### config.mk
export PLATFORM = sky130hd
export DESIGN_NAME = load_store_unit
export DESIGN_NICKNAME = d
export VERILOG_FILES = /design/src/rtl/load_store_unit.sv
export SDC_FILE = /design/constraint.sdc
export NUM_CORES = 1
export LEC_CHECK = 0
export ABC_AREA = 1
export CORE_MARGIN = 3
export CORE_UTILIZATION = 47
export DETAILED_ROUTE_END_ITERATION = 10
export PLACE_DENSITY_LB_ADDON = 0.15
export SLEW_MARGIN = 20
export SYNTH_ARGS = -nofsm -noshare
export SYNTH_HDL_FRONTEND = slang
export SYNTH_SLANG_ARGS = --single-unit
### constraint.sdc
create_clock -name clk -period 2.2 [get_ports clk]
set_input_delay 0.44 -clock clk [delete_from_list [all_inputs] [get_ports clk]]
set_output_delay 0.44 -clock clk [all_outputs]
set_load 0.01 [all_outputs]
### src/rtl/load_store_unit.sv
// Byte-addressed RV32 load/store front end driving a word-wide data memory (MEM stage).
// Latency: response 1 cycle after the final memory access; SB/SH take 2 cycles (read, then merged write).
// Backpressure: req_ready drops for the one RMW write cycle; responses cannot be stalled.
module load_store_unit #(
  parameter int ADDR_W = 8
) (
  input  logic              clk,
  input  logic              rst_n,
  input  logic              req_valid,
  output logic              req_ready,
  input  logic              req_write,
  input  logic [2:0]        req_funct3,
  input  logic [ADDR_W-1:0] req_addr,
  input  logic [31:0]       req_wdata,
  output logic              resp_valid,
  output logic [31:0]       resp_rdata,
  output logic              resp_misaligned,
  output logic              mem_read,
  output logic              mem_write,
  output logic [ADDR_W-3:0] mem_addr,
  output logic [31:0]       mem_wdata,
  input  logic [31:0]       mem_rdata
);

  typedef enum logic {IDLE, RMW_WR} state_t;

  state_t            state, state_nxt;
  logic              xfer;
  logic              f_b, f_h, f_w, f_bu, f_hu;
  logic              legal_f3, misal, fault;
  logic              is_load, is_sw, is_sub_st;
  logic [4:0]        shamt;
  logic [31:0]       rd_shift, ld_ext, st_mask, st_data, merge_nxt;
  logic [31:0]       merge_q;
  logic [ADDR_W-3:0] waddr_q;

  // Requests are only taken in IDLE; the RMW write cycle owns the memory port.
  assign xfer = req_valid & (state == IDLE);

  // Decode the access and work out load extraction and the sub-word store merge.
  always_comb begin
    f_b      = (req_funct3 == 3'b000);
    f_h      = (req_funct3 == 3'b001);
    f_w      = (req_funct3 == 3'b010);
    f_bu     = (req_funct3 == 3'b100);
    f_hu     = (req_funct3 == 3'b101);
    // Unsigned variants only exist for loads.
    legal_f3 = req_write ? (f_b | f_h | f_w) : (f_b | f_h | f_w | f_bu | f_hu);
    misal    = ((f_h | f_hu) & req_addr[0]) | (f_w & (req_addr[1:0] != 2'b00));
    fault    = ~legal_f3 | misal;
    is_load  = ~req_write & ~fault;
    is_sw    = req_write & f_w & ~fault;
    is_sub_st = req_write & (f_b | f_h) & ~fault;

    shamt    = {req_addr[1:0], 3'b000};
    rd_shift = mem_rdata >> shamt;
    ld_ext   = 32'h0;
    case (req_funct3)
      3'b000:  ld_ext = {{24{rd_shift[7]}}, rd_shift[7:0]};
      3'b001:  ld_ext = {{16{rd_shift[15]}}, rd_shift[15:0]};
      3'b010:  ld_ext = mem_rdata;
      3'b100:  ld_ext = {24'h0, rd_shift[7:0]};
      3'b101:  ld_ext = {16'h0, rd_shift[15:0]};
      default: ld_ext = 32'h0;
    endcase

    st_mask   = (f_b ? 32'h0000_00FF : 32'h0000_FFFF) << shamt;
    st_data   = (f_b ? {24'h0, req_wdata[7:0]} : {16'h0, req_wdata[15:0]}) << shamt;
    merge_nxt = (mem_rdata & ~st_mask) | (st_data & st_mask);
  end

  // State register; async reset abandons any pending RMW write.
  always_ff @(posedge clk or negedge rst_n) begin
    if (!rst_n) state <= IDLE;
    else        state <= state_nxt;
  end

  // Next state: only an accepted, legal sub-word store enters the write-back cycle.
  always_comb begin
    state_nxt = state;
    case (state)
      IDLE:    if (xfer && is_sub_st) state_nxt = RMW_WR;
      RMW_WR:  state_nxt = IDLE;
      default: state_nxt = IDLE;
    endcase
  end

  // Memory port and handshake outputs, combinational from state and the live request.
  always_comb begin
    req_ready = 1'b0;
    mem_read  = 1'b0;
    mem_write = 1'b0;
    mem_addr  = req_addr[ADDR_W-1:2];
    mem_wdata = req_wdata;
    case (state)
      IDLE: begin
        req_ready = 1'b1;
        mem_read  = req_valid & (is_load | is_sub_st);
        mem_write = req_valid & is_sw;
      end
      RMW_WR: begin
        mem_write = 1'b1;
        mem_addr  = waddr_q;
        mem_wdata = merge_q;
      end
      default: ;
    endcase
  end

  // Hold the merged word and its address across the read-to-write boundary.
  always_ff @(posedge clk or negedge rst_n) begin
    if (!rst_n) begin
      merge_q <= 32'h0;
      waddr_q <= '0;
    end else if (xfer && is_sub_st) begin
      merge_q <= merge_nxt;
      waddr_q <= req_addr[ADDR_W-1:2];
    end
  end

  // Response one cycle after the last memory access; sub-word stores answer from RMW_WR.
  always_ff @(posedge clk or negedge rst_n) begin
    if (!rst_n) begin
      resp_valid      <= 1'b0;
      resp_rdata      <= 32'h0;
      resp_misaligned <= 1'b0;
    end else begin
      resp_valid      <= (xfer & ~is_sub_st) | (state == RMW_WR);
      resp_misaligned <= xfer & fault;
      resp_rdata      <= (xfer && is_load) ? ld_ext : 32'h0;
    end
  end

endmodule

* Word-level counts from Yosys, hierarchy flattened *
Cells that the tools add are included.

operators by class
  equal/unequal tests = 4
  mux-type cells = 12
  shift operators = 3
  reduce and logical (&&, ||, !) cells = 4
  bitwise operators = 30

operators by type and width
  kind                                                                    count
  32-bit one-hot mux with 5 select lines                                  1
  32-bit AND                                                              2
  32-bit 2-to-1 mux                                                       2
  16-bit by 5-bit left shift with 32-bit output                           2
  16-bit 2-to-1 mux                                                       2
  32-bit inverter                                                         1
  32-bit OR                                                               1
  32-bit by 5-bit >> shifter with 16-bit output                           1
  1-bit AND                                                               12
  1-bit OR                                                                9
  3-bit equality test (second input constant)                             2
  6-bit 2-to-1 mux                                                        1
  1-bit inverter                                                          5
  1-bit 2-to-1 mux                                                        4
  1-bit one-hot mux with 2 select lines                                   2
  3-bit by 1-bit equality test with 1-bit output (second input constant)  1
  3-bit by 2-bit equality test with 1-bit output (second input constant)  1
  3-bit logical NOT                                                       1
  1-bit logical AND                                                       2
  2-bit nonzero test                                                      1

storage, ports and cells
  output and inout bits = 75
  logic and storage cells = 59
  flip-flop bits (word level) = 73
  bits of input ports = 79

* Longest topological paths before layout *
  depth in word-level cells = 13
  depth in mapped cells = 10
  gate-level depth less buffers = 9

* Worst setup path before layout *
OpenSTA, ideal clock, no wires.

  kind = input port to output port
  start = input req_addr[1]
  end = output mem_read
  data required time = 1.760 ns
  arrival time = 1.421 ns
  cell stages on the path = 9
  setup slack = 0.339 ns
  path buffers = 2
  path through = inv_1 -> nand2_2 -> nand2_1 -> nand2_2 -> nor2_8 -> nand3_2 -> buf_6 -> buf_6 -> nand2_1

on the way
  longest elaborated chain between the ends = 9
  elaborated cells between the ends (all ways) = 10
  classes of those cells = mux (1); bitwise (8); reduce/logical (1)

RTL lines
  element                              line    RTL
  start: declaration                   13      input logic [ADDR_W-1:0] req_addr,
  2-bit nonzero test (*)               49      misal = ((f_h | f_hu) & req_addr[0]) | (f_w & (req_addr[1:0] != 2'b00));
  1-bit AND (*)                        49
  1-bit OR (*)                         49
  1-bit OR (*)                         50      fault = ~legal_f3 | misal;
  1-bit inverter (*)                   51, 53
  1-bit AND, on equally long branches  51, 53
  1-bit OR (*)                         98      mem_read = req_valid & (is_load | is_sub_st);
  1-bit AND (*)                        98
  1-bit 2-to-1 mux (*)                 95      case (state)
  end: declaration                     18      output logic mem_read,

Every way passes the cells marked *; elsewhere a longest branch is shown, timed or not.

* Final worst setup path *
  start = register state
  end = output mem_wdata[25]

on the way
  longest elaborated chain between the ends = 1

RTL lines
  element                   line  RTL
  start: declaration        27    state_t state, state_nxt;
  start signal: assignment  75    else state <= state_nxt;
  32-bit 2-to-1 mux         95
  end: declaration          21    output logic [31:0] mem_wdata,

No other way between the ends.

==> impl_metrics.tcl <==
set metrics [dict create \
    die_w_um 105 \
    setup_viol 0 \
    ant_nets 0 \
    grtUsageTotal_pct 28.6 \
    p_leak_nw 3.94 \
    synthCells 713 \
    grt.overflow.total 0 \
    worst_pin_slew_ns 0.532 \
    ir_drop_mv 0.346 \
    clk_latency_ns 0.34 \
    wl_per_cell_um 15.5 \
    num_vias 5314 \
    finalMaxSlewViolations 0 \
    antenna_found_initial 0 \
    antenna_cells 0 \
    skew_ns 0.0148 \
    first_global_vias 5091 \
    crit_fanout 10 \
    min_path_type "in -> async" \
    required_ns 1.76 \
    clkTransAtPathRegs_ns 0.08 \
    cts_buffers 9 \
    fin_crit_sh_pct 97.9 \
    slew_headroom_pct 64.4 \
    drt_iter0_drc 446 \
    drc 0 \
    layout.core_utilization_pct 73.1 \
    hold_violations 0 \
    die_h_um 105 \
    maxCapViolCount 0 \
    placed_cells 1003 \
    cp.arrival_ns 1.71 \
    r2r_slack_ns 0.59 \
    io_pins 154 \
    yosys_warnings 0 \
    dp_hpwl_um 11800 \
    synthArstFlopShare_pct 100 \
    grt_pass1_wl_um 25600 \
    clockBufferDepth 2 \
    rsz0062_at_grt "yes" \
    status "completed" \
    yosys_register_bits 73 \
    ys_seq_area_share_pct 39.8 \
    synthToLayoutAreaGrowth_pct 49.1 \
    portBuffers 153 \
    layout_common_cells "nand2_1, clkdlybuf4s50_1, dfrtp_1, nand3_1, nor2_1" \
    synth_cell_type_count 26 \
    ys.flop_type "dfrtp_1" \
    hold_buffers 0 \
    syn_area_um2 4590 \
    drive_gt1_share_pct 10.3 \
    synth_fp_nets 792 \
    r2r-end "resp_rdata[29]$_DFF_PN0_" \
    syn_area_per_cell_um2 6.44 \
    end_kind "output pin" \
    rr_startpoint "state$_DFF_PN0_" \
    fp-row-count 35 \
    worstSetupPathType "reg -> out" \
    fillCellCount 811 \
    avgViaCountPerCell 5.19 \
    grt_max_degree 44 \
    routed_wl_um 15800 \
    gp_congestion 0.964 \
    final_net_count 968 \
    synth_edf_count 0 \
    r2r_cells 9 \
    clockRootBuffer "clkbuf_8" \
    firstDrtPassIters 8 \
    fin_crit_ns 2.15 \
    layout.cells.non_filler 1023 \
    final_common_cell "nand2_1" \
    cts.sinks 73 \
    cts_tree "built" \
    core-area_um2 9370 \
    dieArea_um2 11000 \
    powerDensity_nw_per_um2 520 \
    initial_core_util_pct 49.0 \
    cts_max_level 3 \
    fmax_ghz 0.464 \
    tns_ns 0 \
    crit_path_start_kind "register" \
]
power breakdown:
part / internal, W / leakage [nW] / switching, W
clock: 0.000528 / 0.0929 / 0.000535
combinational: 0.000415 / 2.87 / 0.000487
sequential: 0.00151 / 0.977 / 0.0000921
total: 0.00245 / 3.94 / 0.00111
Yosys cell counts, types with 2 or more instances:
library cell	count	area (µm²)
buf_1	3	11.3
clkbuf_1	15	56.3
o21ai_0	15	75.1
nor2_4	3	33.8
nand3_1	55	275
nand2_1	389	1460
nand4_1	23	144
inv_1	31	116
nand2_2	4	25.0
buf_6	5	56.3
buf_4	4	30.0
a21oi_1	8	40.0
inv_2	3	11.3
nand3_2	2	20.0
o211ai_1	7	52.6
buf_2	12	60.1
dfrtp_1	73	1830
nor2_1	52	195
o21ai_2	2	17.5
metal layers:
layer / global-route usage, % / part of all wire [%]
met4: 7.97 / 1.9
met1: 38.3 / 42
met3: 4.51 / 7.7
met5: 0 / 0
met2: 48.1 / 48
worst max-delay path, cell delays in order, from the launching register on:
cell and delay [ns]:
dfrtp_2 0.47, inv_6 0.12, buf_12 0.14, nand2_1 0.06, nand2_1 0.05, clkdlybuf4s50_1 0.52
timing repair:
item,in CTS,in global routing
endpoints found under the setup margin,39,38
gates resized for setup,17,41
pin swaps,0,2
gates cloned,1,1
setup buffers,1,1
how the worst max path moves through the flow:
stage	startpoint	to	slack (ns)
after floorplan	req_addr[1]	mem_read	0.34
after global placement	req_funct3[1]	mem_write	-0.43
after detailed placement	req_funct3[2]	mem_write	-0.43
after CTS	state$_DFF_PN0_	mem_wdata[1]	0.0008
after global routing	state$_DFF_PN0_	mem_wdata[25]	-0.01
final	state$_DFF_PN0_	mem_wdata[25]	0.05
cell type report:
cell class	instances	area, µm²	share of cell area [%]
clock buffer	10	128	1.86
inverter	35	136	1.99
timing repair buffer	204	2100	30.7
tap	129	161	2.36
sequential	73	1830	26.7
multi-input combinational	566	2420	35.4
clock inverter	6	67.6	0.987
kinds of logic (layout without fill, tap and decap cells):
family | after synthesis | count (layout) | share of synthesized area [%]
compound gates | 34 | 34 | 4.50
buf+inv | 74 | 255 | 7.52
flops | 73 | 73 | 39.8
simple gates | 532 | 532 | 48.2
flip-flops by register name, summed over array words and instances (netlist names):
register / flops
waddr_q: 6
state: 1
resp_rdata: 32
resp_misaligned: 1
merge_q: 32
resp_valid: 1
stage by stage:
| stage | hold WS, ns | setup WS, ns | power, W | instance area [µm²] |
|---|---|---|---|---|
| 2_1_floorplan | 0.144 | 0.339 | 0.00204 | 4590 |
| 3_3_place_gp | 0.397 | -0.426 | 0.00250 | 6480 |
| 3_5_place_dp | 0.410 | -0.428 | 0.00252 | 6480 |
| 4_1_cts | 0.0333 | 0.000784 | 0.00358 | 6710 |
| 5_1_grt | 0.0426 | -0.0121 | 0.00375 | 6850 |
| 6_report | 0.0269 | 0.0466 | 0.00356 | 6850 |
Power figures use the tool's default switching activity.
